==> config.mk <==
export PLATFORM = sky130hd
export DESIGN_NAME = bitcoin_mem_responder
export DESIGN_NICKNAME = d
export VERILOG_FILES = /design/src/rtl/bitcoin_mem_responder.sv
export SDC_FILE = /design/constraint.sdc
export NUM_CORES = 2
export LEC_CHECK = 0
export CAP_MARGIN = 20
export CELL_PAD_IN_SITES_DETAIL_PLACEMENT = 0
export CELL_PAD_IN_SITES_GLOBAL_PLACEMENT = 2
export CORE_MARGIN = 10
export CORE_UTILIZATION = 25
export CTS_CLUSTER_SIZE = 25
export DETAILED_ROUTE_END_ITERATION = 12
export PLACE_DENSITY = 0.54
export SETUP_SLACK_MARGIN = 0.4
export SLEW_MARGIN = 15
export SYNTH_ARGS = -nofsm -noshare
export SYNTH_HDL_FRONTEND = slang
export SYNTH_SLANG_ARGS = --single-unit
export TNS_END_PERCENT = 100
==> constraint.sdc <==
create_clock -name clk -period 3.25 [get_ports clk]
set_input_delay 0.65 -clock clk [delete_from_list [all_inputs] [get_ports clk]]
set_output_delay 0.65 -clock clk [all_outputs]
set_load 0.005 [all_outputs]
==> src/rtl/bitcoin_mem_responder.sv <==
// bitcoin_mem_responder
//
// Memory-side partner of the serial Bitcoin hash core. A job runs as:
//   LOAD  : take 19 header words from the host into RAM[MSG_BASE..+18]
//   START : one-cycle core_start pulse, clear the sticky address error
//   ARM   : wait for the core to drop the done level left from the last job
//   RUN   : serve core reads/writes until core_done rises
//   DRAIN : stream RAM[OUT_BASE..+15] (H0 of each nonce) back to the host
//
// Handshakes (both host streams): a word moves on a rising clk edge where
// valid and ready are both high. A source holding valid keeps its data stable
// until that edge; ready may rise and fall freely and has no effect while
// valid is low.
//
// Ports
//   clk, reset_n        clock, asynchronous active-low reset
//   ld_valid/ld_data    host header stream in, ld_ready back-pressure out
//   rd_valid/rd_data    result stream out, rd_index = nonce index of rd_data,
//   rd_ready            host accepts the result word
//   job_done            one-cycle pulse after result 15 is taken
//   busy                high whenever a job is in flight (not LOAD)
//   err_addr            sticky: the core used an address >= DEPTH this job
//   core_start          one-cycle start pulse to the core
//   core_done           done level from the core
//   core_message_addr   constant MSG_BASE
//   core_output_addr    constant OUT_BASE
//   mem_we/mem_addr/mem_write_data  core memory master request
//   mem_read_data       registered read data, one-cycle latency
//   dbg_state           current FSM state for checkers
module bitcoin_mem_responder #(
  parameter int DEPTH    = 64,
  parameter int MSG_BASE = 0,
  parameter int OUT_BASE = 32
) (
  input  logic        clk,
  input  logic        reset_n,
  input  logic        ld_valid,
  input  logic [31:0] ld_data,
  output logic        ld_ready,
  output logic        rd_valid,
  output logic [31:0] rd_data,
  output logic [3:0]  rd_index,
  input  logic        rd_ready,
  output logic        job_done,
  output logic        busy,
  output logic        err_addr,
  output logic        core_start,
  input  logic        core_done,
  output logic [15:0] core_message_addr,
  output logic [15:0] core_output_addr,
  input  logic        mem_we,
  input  logic [15:0] mem_addr,
  input  logic [31:0] mem_write_data,
  output logic [31:0] mem_read_data,
  output logic [2:0]  dbg_state
);

  localparam int AW = $clog2(DEPTH);

  typedef enum logic [2:0] {
    S_LOAD  = 3'd0,
    S_START = 3'd1,
    S_ARM   = 3'd2,
    S_RUN   = 3'd3,
    S_DRAIN = 3'd4
  } state_t;

  state_t      state_q, state_d;
  logic [4:0]  ld_cnt_q, ld_cnt_d;
  logic [4:0]  dr_cnt_q, dr_cnt_d;
  logic        ld_ready_q, ld_ready_d;
  logic        rd_valid_q, rd_valid_d;
  logic [31:0] rd_data_q, rd_data_d;
  logic [3:0]  rd_index_q, rd_index_d;
  logic        job_done_q, job_done_d;
  logic        busy_q, busy_d;
  logic        err_q, err_d;
  logic        start_q, start_d;
  logic [31:0] mrd_q, mrd_d;

  // Single write port shared by host loads and core writes; the two never
  // overlap because core writes are only honoured in ARM/RUN.
  logic [31:0]   ram [DEPTH];
  logic          ram_we;
  logic [AW-1:0] ram_waddr;
  logic [31:0]   ram_wdata;

  logic          addr_ok;
  logic [AW-1:0] core_idx;
  logic          core_active;
  logic [AW-1:0] ld_waddr;
  logic [AW-1:0] dr_raddr;

  assign addr_ok     = ({1'b0, mem_addr} < 17'(DEPTH));
  assign core_idx    = mem_addr[AW-1:0];
  assign core_active = (state_q == S_ARM) || (state_q == S_RUN);
  assign ld_waddr    = AW'(MSG_BASE) + AW'(ld_cnt_q);
  assign dr_raddr    = AW'(OUT_BASE) + AW'(dr_cnt_q[3:0]);

  always_comb begin
    state_d    = state_q;
    ld_cnt_d   = ld_cnt_q;
    dr_cnt_d   = dr_cnt_q;
    rd_valid_d = rd_valid_q;
    rd_data_d  = rd_data_q;
    rd_index_d = rd_index_q;
    job_done_d = 1'b0;
    err_d      = err_q;
    ram_we     = 1'b0;
    ram_waddr  = core_idx;
    ram_wdata  = mem_write_data;

    // Core read port runs every cycle regardless of state; out-of-range
    // addresses read as zero rather than aliasing into the RAM.
    mrd_d = addr_ok ? ram[core_idx] : 32'h0;

    if (core_active) begin
      if (!addr_ok) begin
        err_d = 1'b1;
      end else if (mem_we) begin
        ram_we = 1'b1;
      end
    end

    case (state_q)
      S_LOAD: begin
        if (ld_valid && ld_ready_q) begin
          ram_we    = 1'b1;
          ram_waddr = ld_waddr;
          ram_wdata = ld_data;
          if (ld_cnt_q == 5'd18) begin
            ld_cnt_d = 5'd0;
            state_d  = S_START;
          end else begin
            ld_cnt_d = ld_cnt_q + 5'd1;
          end
        end
      end
      S_START: begin
        err_d   = 1'b0;
        state_d = S_ARM;
      end
      S_ARM: begin
        // The core keeps done high from the previous job until restarted.
        if (!core_done) state_d = S_RUN;
      end
      S_RUN: begin
        if (core_done) state_d = S_DRAIN;
      end
      S_DRAIN: begin
        // rd_valid_q low = fetch cycle, high = present cycle.
        if (!rd_valid_q) begin
          rd_data_d  = ram[dr_raddr];
          rd_index_d = dr_cnt_q[3:0];
          rd_valid_d = 1'b1;
        end else if (rd_ready) begin
          rd_valid_d = 1'b0;
          if (dr_cnt_q == 5'd15) begin
            dr_cnt_d   = 5'd0;
            job_done_d = 1'b1;
            state_d    = S_LOAD;
          end else begin
            dr_cnt_d = dr_cnt_q + 5'd1;
          end
        end
      end
      default: state_d = S_LOAD;
    endcase

    ld_ready_d = (state_d == S_LOAD);
    busy_d     = (state_d != S_LOAD);
    start_d    = (state_d == S_START);
  end

  always_ff @(posedge clk or negedge reset_n) begin
    if (!reset_n) begin
      state_q    <= S_LOAD;
      ld_cnt_q   <= 5'd0;
      dr_cnt_q   <= 5'd0;
      ld_ready_q <= 1'b0;
      rd_valid_q <= 1'b0;
      rd_data_q  <= 32'h0;
      rd_index_q <= 4'd0;
      job_done_q <= 1'b0;
      busy_q     <= 1'b0;
      err_q      <= 1'b0;
      start_q    <= 1'b0;
      mrd_q      <= 32'h0;
    end else begin
      state_q    <= state_d;
      ld_cnt_q   <= ld_cnt_d;
      dr_cnt_q   <= dr_cnt_d;
      ld_ready_q <= ld_ready_d;
      rd_valid_q <= rd_valid_d;
      rd_data_q  <= rd_data_d;
      rd_index_q <= rd_index_d;
      job_done_q <= job_done_d;
      busy_q     <= busy_d;
      err_q      <= err_d;
      start_q    <= start_d;
      mrd_q      <= mrd_d;
    end
  end

  // RAM contents are deliberately not reset.
  always_ff @(posedge clk) begin
    if (ram_we) ram[ram_waddr] <= ram_wdata;
  end

  assign ld_ready          = ld_ready_q;
  assign rd_valid          = rd_valid_q;
  assign rd_data           = rd_data_q;
  assign rd_index          = rd_index_q;
  assign job_done          = job_done_q;
  assign busy              = busy_q;
  assign err_addr          = err_q;
  assign core_start        = start_q;
  assign mem_read_data     = mrd_q;
  assign core_message_addr = 16'(MSG_BASE);
  assign core_output_addr  = 16'(OUT_BASE);
  assign dbg_state         = state_q;

endmodule

==> summary.md <==
| Metric | Value |
|---|---|
| Grt ovf | 0 |
| Int Power | roughly 0.050 W |
| Largest net degree at the start of global routing | between 60 and 70 |
| Hold Vio Cnt, Final | 0 |
| I/O pin count | 195 |
| Worst Path Max Fanout | 21 |
| Least-Margin Pin Slew | between 1 and 1.5 ns |
| Die Wd | approximately 600 µm |
| Clock Latency Late Sink | ~0.9 ns |
| Cell Area, Synth | approximately 86000 µm² |
| Wire per inst | 31.0 µm |
| H-tree Lvls | 4 |
| Seq. cell area | 63700 µm² |
| Sw power | approximately 0.016 W |
| Most frequent cells in the layout | edfxtp_1, mux4_2, buf_4, nand2_1, buf_12 |
| Synth Area per Inst | 21.1 µm² |
| Synth Register Bits | roughly 2100 |
| Crit path kind | register to register |
| Layout fillers | approximately 33000 |
| TritonCTS Sinks | approximately 2100 |
| Clk slew on worst S/H paths | about 0.06 ns |
| Final Power | approximately 0.067 W |
| Slew headroom | between 20% and 30% |
| TritonCTS clock tree | built |
| Iter 0 DRT Violations | just under 5000 |
| DR pass1 iterations | 5 |
| RSZ-0062 raised after global routing | no |
| Post-synth EDFFs | 2048 |
| Area of the die | between 300000 and 400000 µm² |
| Finish-stage setup viols | 0 |
| Arr. time, crit path | about 3.4 ns |
| Multi-input combinational cell area | between 20000 and 25000 µm² |
| Largest cells by area after synthesis | edfxtp_1, mux4_2, dfrtp_1 |
| Sw Share | between 20% and 30% |
| Status | complete, no violations |
| CP required | 3.84 ns |
| Library cells used by synthesis | 64 |
| PD cells | just over 600 nW/µm² |
| Leading area contributor after synthesis | edfxtp_1 |
| Via/cell ratio | ~4.7 |
| Post-synth ARST share | between 4 and 5% |
| Gp weighted congestion | between 0.7 and 0.8 |
| Yosys warns | 0 |
| Post-route DRC | 0 |
| Die Ht | approximately 610 µm |
| Root Driver | clkbuf_16 |
| Final ANT Viol Nets | 0 |
| Proportion of power drawn by flip-flops and latches | 47.3% |
| Final Max Slew Viols | 0 |
| Clock Power Share | between 40% and 50% |
| Vias in the first global route | ~48000 |
| Final Core Density | a little under a third |
| Row count | about 220 |
| Post-layout min period | about 2.8 ns |
| Area delta synth->final | 25.9% |
| Total global-route track usage | 15.7% |
| Setup crit start kind | register |
| Pleak | 35.1 nW |
| Port Buffers | between 150 and 200 |
| DR vias | about 46000 |
| WL final | between 200000 and 300000 µm |
| Hold WC Path Type | primary input to register |
| Critical path capture point type | register |
| VDD IR max | ~430 µV |
| Clock Skew | 0.0506 ns |
| Total CTS buffers | roughly 240 |
| Main synth FF type | edfxtp_1 |
| Initial antenna violation count | 24 |
| First-pass GRT wire length | 411000 µm |
| Fmax | approximately 360 MHz |
| Commonest non-fill, non-tap cell in the layout | edfxtp_1 |
| Starting Density | between 20% and 30% |
| Final net count | ~5000 |
| CTS max path bufs | 4 |
| Sequential cell area fraction in the yosys report | approximately 74% |
| DPL Wire Length | 203000 µm |
| Synth Instances | 4091 |
| Core area | about 340000 µm² |
| Max_cap viols | 0 |
| Final Cycle Share | roughly 86% |
| Area fraction of the dominant cell type after synthesis | around 71% |
| Layout cells sized above 1 | between 30% and 40% |
| Gate power share | approximately an eighth |
layer usage:
layer	routed length, µm	track usage [%]
met1	130000	21.6
met2	146000	26.3
met3	16000	2.25
met4	6930	3.50
met5	13	0
power groups by stage:
stage / clock network (W) / logic [W] / registers [W]
floorplan: 0 / 0.00393 / 0.0321
global placement: 0 / 0.00834 / 0.0321
detailed placement: 0 / 0.00839 / 0.0321
CTS: 0.0275 / 0.00841 / 0.0315
global route: 0.0285 / 0.00871 / 0.0316
finish: 0.0269 / 0.00824 / 0.0315
cells in the mapped netlist, drive strengths merged (3+ instances only):
library cell	n
o311ai	3
o221ai	12
a22oi	17
a31oi	14
a2111oi	6
a221oi	5
mux4	658
buf	204
nor2b	12
dfrtp	87
nor2	108
a211oi	8
o32ai	3
clkbuf	70
nor3	22
nor4	3
mux2	45
ha	3
a221o	7
nand2	331
edfxtp	2048
a21o	4
nand4	8
or2	3
inv	6
o21ai	29
nand2b	19
a32oi	19
and2	6
mux2i	176
and3	7
a21oi	27
a32o	3
o211ai	11
o22ai	31
nand3b	3
nand3	42
or3	3
cell families (layout without fill, tap and decap cells):
logic type | Yosys count | after routing | share of synthesized area, %
DFF | 2135 | 2135 | 73.7
muxes | 879 | 879 | 19.8
and+or+nand+nor | 573 | 573 | 2.80
buffers and inverters | 281 | 1275 | 1.86
AOI/OAI and AO/OA | 216 | 216 | 1.79
adders and majority gates | 3 | 3 | 0.0434
other | 2 | 39 | 0.00869
xor gates and xnor gates | 2 | 2 | 0.0203
timing repair:
action                                 CTS  global route
buffers inserted                         0             0
hold buffers                             1             0
resized for setup                        5             1
setup endpoints to repair              669             2
pin swaps                                0             1
endpoints found under the hold margin   39             0
path summary, 6_finish.rpt:
kind	startpoint	to	slack, ns	depth (start not counted)
max in group asynchronous	reset_n	mem_read_data[28]	2.06	3
setup / recovery	dbg_state[1]	ram[16][21]	0.47	10
min in group asynchronous	reset_n	rd_data[15]	0.33	2
hold / removal	mem_addr[5]	mem_read_data[3]	0.30	2
hold reg to reg	rd_data[22]	rd_data[22]	0.47	2
setup reg to reg	dbg_state[1]	ram[16][21]	0.47	10
layout make-up:
cell class / instances / share of cell area (%)
clock buffers: 306 / 5.83
well taps: 4557 / 5.24
inverters: 7 / 0.0311
multi-input cells: 1705 / 20.2
repair buffers: 826 / 8.88
flip-flops and latches: 2135 / 58.6
clock inverters: 136 / 1.26
diodes: 7 / 0.0161
critical path: stages (launching register included):
cell	delay [ns]
dfrtp_1	0.43
nor2_1	0.17
buf_4	0.17
nand4b_1	0.18
buf_12	0.22
o32ai_4	0.24
buf_4	0.18
nand2_1	0.20
buf_4	0.26
nor2_4	0.14
buf_12	0.22
stage by stage:
step	instance area [µm²]	std cells	hold slack, ns	setup TNS [ns]	setup slack [ns]
floorplan	87100	4121	0.354	0	0.138
global placement	101000	9229	0.462	-448.12	-0.486
detailed placement	101000	9229	0.463	-469.83	-0.493
CTS	109000	9672	0.234	0	0.412
global route	109000	9673	0.285	0	0.401
finish	109000	9679	0.298	0	0.471
registers in the layout, indices dropped and copies added, names as in the netlist:
name and cells:
err_addr 1, rd_index 4, busy 1, dbg_state 3, rd_data 32, ram 2048
rd_valid 1, ld_cnt_q 5, dr_cnt_q 5, ld_ready 1, core_start 1, job_done 1
mem_read_data 32
Note: power is estimated with default switching activity, not from simulation.
